$ cat config.mk
export PLATFORM = sky130hd
export DESIGN_NAME = interrupt_control_logic
export DESIGN_NICKNAME = d
export VERILOG_FILES = /design/src/rtl/interrupt_control_logic.sv
export SDC_FILE = /design/constraint.sdc
export NUM_CORES = 1
export LEC_CHECK = 0
export CAP_MARGIN = 5
export CORE_ASPECT_RATIO = 1.5
export CORE_UTILIZATION = 40
export DETAILED_ROUTE_END_ITERATION = 8
export DONT_BUFFER_PORTS = 1
export SYNTH_ARGS = -nofsm -noshare
export SYNTH_HDL_FRONTEND = slang
export SYNTH_SLANG_ARGS = --single-unit
$ cat constraint.sdc
create_clock -name clk -period 5.37 [get_ports clk]
set_clock_uncertainty 0.05 [all_clocks]
set_input_delay 1.074 -clock clk [delete_from_list [all_inputs] [get_ports clk]]
set_output_delay 1.074 -clock clk [all_outputs]
set_load 0.1 [all_outputs]
$ cat src/rtl/interrupt_control_logic.sv
// 8259-style interrupt control: IRR/ISR, rotating priority, two-pulse INTA handshake, OCW2 EOI.
// Optional: define AUTO_ROTATE_EN to enable rotate-in-AEOI mode (OCW2 commands 100/000).
module interrupt_control_logic #(
  parameter int         SYNC_STAGES = 2,
  parameter logic [2:0] RESET_LP    = 3'd7
) (
  input  logic       clk,
  input  logic       rst_n,
  input  logic [7:0] IR,
  input  logic       INTA_n,
  input  logic [7:0] IMR,
  input  logic       LTIM,
  input  logic       EOI_mode,
  input  logic [4:0] VEC_ADD,
  input  logic [2:0] EOI_command,
  input  logic [2:0] int_level,
  input  logic       EOI_command_updated,
  input  logic       read_mode,
  output logic       INT,
  output logic       int_flag,
  output logic [7:0] vector,
  output logic [7:0] rd_data,
  output logic [7:0] irr,
  output logic [7:0] isr
);

  typedef enum logic [2:0] {IDLE, WAIT1, ACK1, WAIT2, ACK2} state_t;
  state_t state, state_nxt;

  logic [7:0]             ir_sync [SYNC_STAGES];
  logic [SYNC_STAGES-1:0] inta_sync, tog_sync;
  logic [7:0]             ir_s, ir_d;
  logic                   inta_s, inta_d, tog_s, tog_d;
  logic                   inta_fall, inta_rise;

  // Reset values describe an idle bus: no requests, INTA released.
  // NOTE: sequential state uses <= so every flop samples pre-edge values regardless of statement order.
  always_ff @(posedge clk or negedge rst_n) begin
    if (!rst_n) begin
      for (int i = 0; i < SYNC_STAGES; i++) ir_sync[i] <= '0;
      inta_sync <= '1;
      tog_sync  <= '0;
      ir_d      <= '0;
      inta_d    <= 1'b1;
      tog_d     <= 1'b0;
    end else begin
      ir_sync[0]   <= IR;
      inta_sync[0] <= INTA_n;
      tog_sync[0]  <= EOI_command_updated;
      for (int i = 1; i < SYNC_STAGES; i++) begin
        ir_sync[i]   <= ir_sync[i-1];
        inta_sync[i] <= inta_sync[i-1];
        tog_sync[i]  <= tog_sync[i-1];
      end
      ir_d   <= ir_s;
      inta_d <= inta_s;
      tog_d  <= tog_s;
    end
  end

  assign ir_s      = ir_sync[SYNC_STAGES-1];
  assign inta_s    = inta_sync[SYNC_STAGES-1];
  assign tog_s     = tog_sync[SYNC_STAGES-1];
  assign inta_fall = inta_d & ~inta_s;
  assign inta_rise = ~inta_d & inta_s;

  logic [2:0] lp, lp_nxt, sel, win, isr_hi;
  logic [7:0] req, irr_nxt, isr_nxt;
  logic       win_vld, isr_vld, pending, spurious;
  logic       int_nxt, flag_nxt, ack1_entry, aeoi_clr;
`ifdef AUTO_ROTATE_EN
  logic       rot_aeoi, rot_nxt;
`endif

  function automatic logic [2:0] slot(input logic [2:0] base, input int r);
    return base + 3'(r) + 3'd1;
  endfunction

  function automatic logic [2:0] rank_of(input logic [2:0] idx, input logic [2:0] base);
    return idx - base - 3'd1;
  endfunction

  assign req = irr & ~IMR;

  // Walk from lowest to highest priority so the last hit is the winner.
  // NOTE: every always_comb output gets a default first so no latch is inferred.
  always_comb begin
    win     = '0;
    win_vld = 1'b0;
    isr_hi  = '0;
    isr_vld = 1'b0;
    for (int r = 7; r >= 0; r--) begin
      if (req[slot(lp, r)]) begin
        win     = slot(lp, r);
        win_vld = 1'b1;
      end
      if (isr[slot(lp, r)]) begin
        isr_hi  = slot(lp, r);
        isr_vld = 1'b1;
      end
    end
  end

  assign pending = win_vld && (!isr_vld || (rank_of(win, lp) < rank_of(isr_hi, lp)));

  always_ff @(posedge clk or negedge rst_n) begin
    if (!rst_n) state <= IDLE;
    else        state <= state_nxt;
  end

  // A falling INTA in WAIT1 takes precedence over a request that just went away.
  always_comb begin
    state_nxt = state;
    case (state)
      IDLE:    if (pending) state_nxt = WAIT1;
      WAIT1:   if (inta_fall) state_nxt = ACK1;
               else if (!pending) state_nxt = IDLE;
      ACK1:    if (inta_rise) state_nxt = WAIT2;
      WAIT2:   if (inta_fall) state_nxt = ACK2;
      ACK2:    if (inta_rise) state_nxt = IDLE;
      default: state_nxt = IDLE;
    endcase
  end

  always_comb begin
    int_nxt    = pending && (state == IDLE || state == WAIT1);
    flag_nxt   = (state_nxt == ACK2);
    ack1_entry = (state == WAIT1) && inta_fall;
    aeoi_clr   = (state == ACK2) && inta_rise && EOI_mode && !spurious;
  end

  // Update order encodes precedence: EOI, then AEOI, then the ACK1 set (set beats EOI clear).
  always_comb begin
    irr_nxt = (irr | (LTIM ? ir_s : (ir_s & ~ir_d))) & ir_s;
    isr_nxt = isr;
    lp_nxt  = lp;
`ifdef AUTO_ROTATE_EN
    rot_nxt = rot_aeoi;
`endif
    if (tog_s != tog_d) begin
      case (EOI_command)
        3'b001: if (isr_vld) isr_nxt[isr_hi] = 1'b0;
        3'b011: isr_nxt[int_level] = 1'b0;
        3'b101: if (isr_vld) begin
                  isr_nxt[isr_hi] = 1'b0;
                  lp_nxt          = isr_hi;
                end
        3'b111: if (isr_vld) begin
                  isr_nxt[int_level] = 1'b0;
                  lp_nxt             = int_level;
                end
        3'b110: lp_nxt = int_level;
`ifdef AUTO_ROTATE_EN
        3'b100: rot_nxt = 1'b1;
        3'b000: rot_nxt = 1'b0;
`endif
        default: ;
      endcase
    end
    if (aeoi_clr) begin
      isr_nxt[sel] = 1'b0;
`ifdef AUTO_ROTATE_EN
      if (rot_aeoi) lp_nxt = sel;
`endif
    end
    if (ack1_entry && win_vld) begin
      isr_nxt[win] = 1'b1;
      irr_nxt[win] = 1'b0;
    end
  end

  always_ff @(posedge clk or negedge rst_n) begin
    if (!rst_n) begin
      irr      <= '0;
      isr      <= '0;
      lp       <= RESET_LP;
      sel      <= '0;
      spurious <= 1'b0;
      vector   <= '0;
      INT      <= 1'b0;
      int_flag <= 1'b0;
    end else begin
      irr      <= irr_nxt;
      isr      <= isr_nxt;
      lp       <= lp_nxt;
      INT      <= int_nxt;
      int_flag <= flag_nxt;
      if (ack1_entry) begin
        sel      <= win_vld ? win : 3'd7;
        spurious <= !win_vld;
      end
      if (flag_nxt) vector <= {VEC_ADD, sel};
    end
  end

`ifdef AUTO_ROTATE_EN
  always_ff @(posedge clk or negedge rst_n) begin
    if (!rst_n) rot_aeoi <= 1'b0;
    else        rot_aeoi <= rot_nxt;
  end
`endif

  assign rd_data = read_mode ? isr : irr;

endmodule

==> qor.yml <==
synth.top_cells.by_area: "dfrtp_1, mux4_2, mux2_2"
grt_usage: 0.235
hpwl_um: 11300
clock_latency_ps: 330
grt_pass1_vias: 4144
regArea_um2: 1660
netlist_area_um2: 5000
synth_edf_count: 0
grt_start_max_net_pins: 67
antenna_found_initial: 0
min_path_type: "reg -> reg"
synth_nets: 529
row_count: 49
overflow: 0
drv_cap: 0
clockBufferDepth: 2
fin_crit_sh: 0.949
grt_pass1_wl_um: 22500
min_to: "ir_s[3]"
io_buffer_count: 0
end_kind: "register"
worst_setup_path_start_kind: "register"
cp.required_ps: 5560
ys_ff_latch: 66
coreArea_um2: 12100
pin_count: 68
instances_no_fill: 663
die_h_um: 139
fin_crit_ps: 5090
run_status: "finished, final reports clean"
reg2regPathDepth: 18
slew_viol_final: 0
synth_top_area_share: 0.300
r2r-start: "lp[1]"
fin_nets: 549
reg2reg_to: "state[0]"
fillers: 1116
cts_sinks: 66
placed_cells: 648
synthCells: 486
synthArstFlopShare: 1.00
rrSetupSlack_ps: 280
n_antenna_cell: 0
dieArea_um2: 13000
ys.flop_type: "dfrtp_1"
cts_setup_buffers: 0
ant_nets: 0
initial_core_util: 0.414
gp_congestion: 0.955
max_freq_mhz: 196
multiInputGateArea_um2: 3150
numCtsBuffers: 9
hold_path_startpoint: "ir_sync[11]"
die_w_um: 93.3
vias_per_cell: 6.23
cts_max_level: 3
rsz0062_at_grt: "false"
path_clk_slew_ps: 50
final.setup.tns_ps: 0
cts_resized: 0
dr.pass1.iters: 5
path_max_fanout: 8
finalHoldViolCount: 0
synthDistinctLibCells: 83
hold_depth: 0
setup_viol: 0
slew_headroom: 0.373
drc: 0
cts-root-buf: "clkbuf_16"
synth.avg_cell_area_um2: 10.3
dr.first_iter.drc_count: 268
synth_area_leader_cell: "dfrtp_1"
wirelength_um: 14500
path_class: "reg -> reg"
crit_arrival_ps: 5280
yosysWarnings: 0
ys_seq_area_frac: 0.332
dr_total_vias: 4128
syn_to_final_growth_pct: 12.7
drive_above_1_share: 0.273
wire_per_inst_um: 21.9
tritoncts: "built"
hold_buffers: 0
tightest_slew_ps: 941
Yosys cell counts, drive strengths merged (3+ instances only):
cell	instances
a221oi	3
inv	14
and3b	5
mux2	29
nor4	5
mux4	26
nor2b	14
buf	13
nor3	11
a31oi	9
dfrtp	60
or2	3
and2	4
o2bb2ai	4
nand2	45
o31ai	11
clkbuf	14
o21ai	21
o21a	3
o221ai	8
a21oi	27
nor2	38
a2111oi	3
o21bai	3
a211oi	5
xnor2	8
nand2b	9
a21o	7
dfstp	6
nand4	4
nor3b	8
xor2	4
mux2i	15
ha	7
critical path: stages (launching register included):
cell and delay (ps):
dfstp_2 540, inv_1 50, ha_1 500, buf_4 230, mux2_2 360, mux4_2 450
o22ai_1 290, a211oi_1 150, o21bai_1 240, nand2_1 120, inv_1 200, fa_1 460
inv_1 70, ha_1 210, a21o_1 150, a21o_1 180, a2111oi_2 440, a32oi_1 110
o22ai_1 200
worst max-delay path by stage:
stage            from  endpoint  slack (ps)  depth (start not counted)
2_1_floorplan   lp[1]  state[0]         250                         21
3_3_place_gp   IMR[3]  state[0]         340                         16
3_5_place_dp   IMR[3]  state[0]         230                         16
4_1_cts         lp[1]  state[0]         300                         18
5_1_grt         lp[1]  state[0]          50                         18
6_report        lp[1]  state[0]         280                         18
logic make-up after synthesis:
family                   after synthesis  share of synthesized area
AO/OA/AOI/OAI                        130                      0.193
XOR/XNOR                              13                     0.0300
adder cells (fa/ha/maj)                9                     0.0255
buffers and inverters                 41                     0.0388
flip-flops                            66                      0.332
multiplexers                          70                      0.213
AND/OR/NAND/NOR                      157                      0.168
stage by stage:
stage	setup slack, ps	area, um2	util	hold WS (ps)
floorplan	250	5000	-	281
global placement	344	5320	0.441	285
detailed placement	228	5320	0.441	285
CTS	303	5640	0.467	297
global route	46.4	5640	0.467	303
finish	275	5640	0.467	298
state kept, by name, summed over array words and instances (netlist names), 2 cells and up:
signal / flops
inta_sync: 2
ir_d: 8
ir_s: 8
ir_sync: 8
irr: 8
isr: 8
lp: 3
sel: 3
state: 3
tog_sync: 2
vector: 8
placed cells by master (no fill, tap or decap), types with 11 or more instances in the layout:
master / Yosys / final
a21oi_1: 27 / 27
buf_4: 2 / 36
dfrtp_1: 60 / 60
mux2_2: 29 / 29
mux2i_1: 14 / 14
mux4_2: 26 / 26
nand2_1: 45 / 45
nor2_1: 38 / 38
nor2b_1: 14 / 14
nor3_1: 11 / 11
o21ai_0: 17 / 17
o31ai_1: 11 / 11
layer usage:
metal | global-route usage | vias up | wire length [um]
met2 | 0.418 | 174 | 7850
met3 | 0.0482 | 62 | 802
met1 | 0.247 | 2001 | 4960
met4 | 0.147 | 0 | 889
met5 | 0 | - | 0
li1 | - | 1891 | -
final cells by class:
type / count / share of cell area
Clock buffer: 9 / 0.0399
Clock inverter: 6 / 0.0160
Inverter: 14 / 0.00932
Multi-Input combinational cell: 379 / 0.559
Sequential cell: 66 / 0.294
Tap cell: 153 / 0.0340
Timing Repair Buffer: 36 / 0.0479
Power is not shown: default switching activity piles up to over one toggle a cycle in this logic, so the estimate is an artifact.
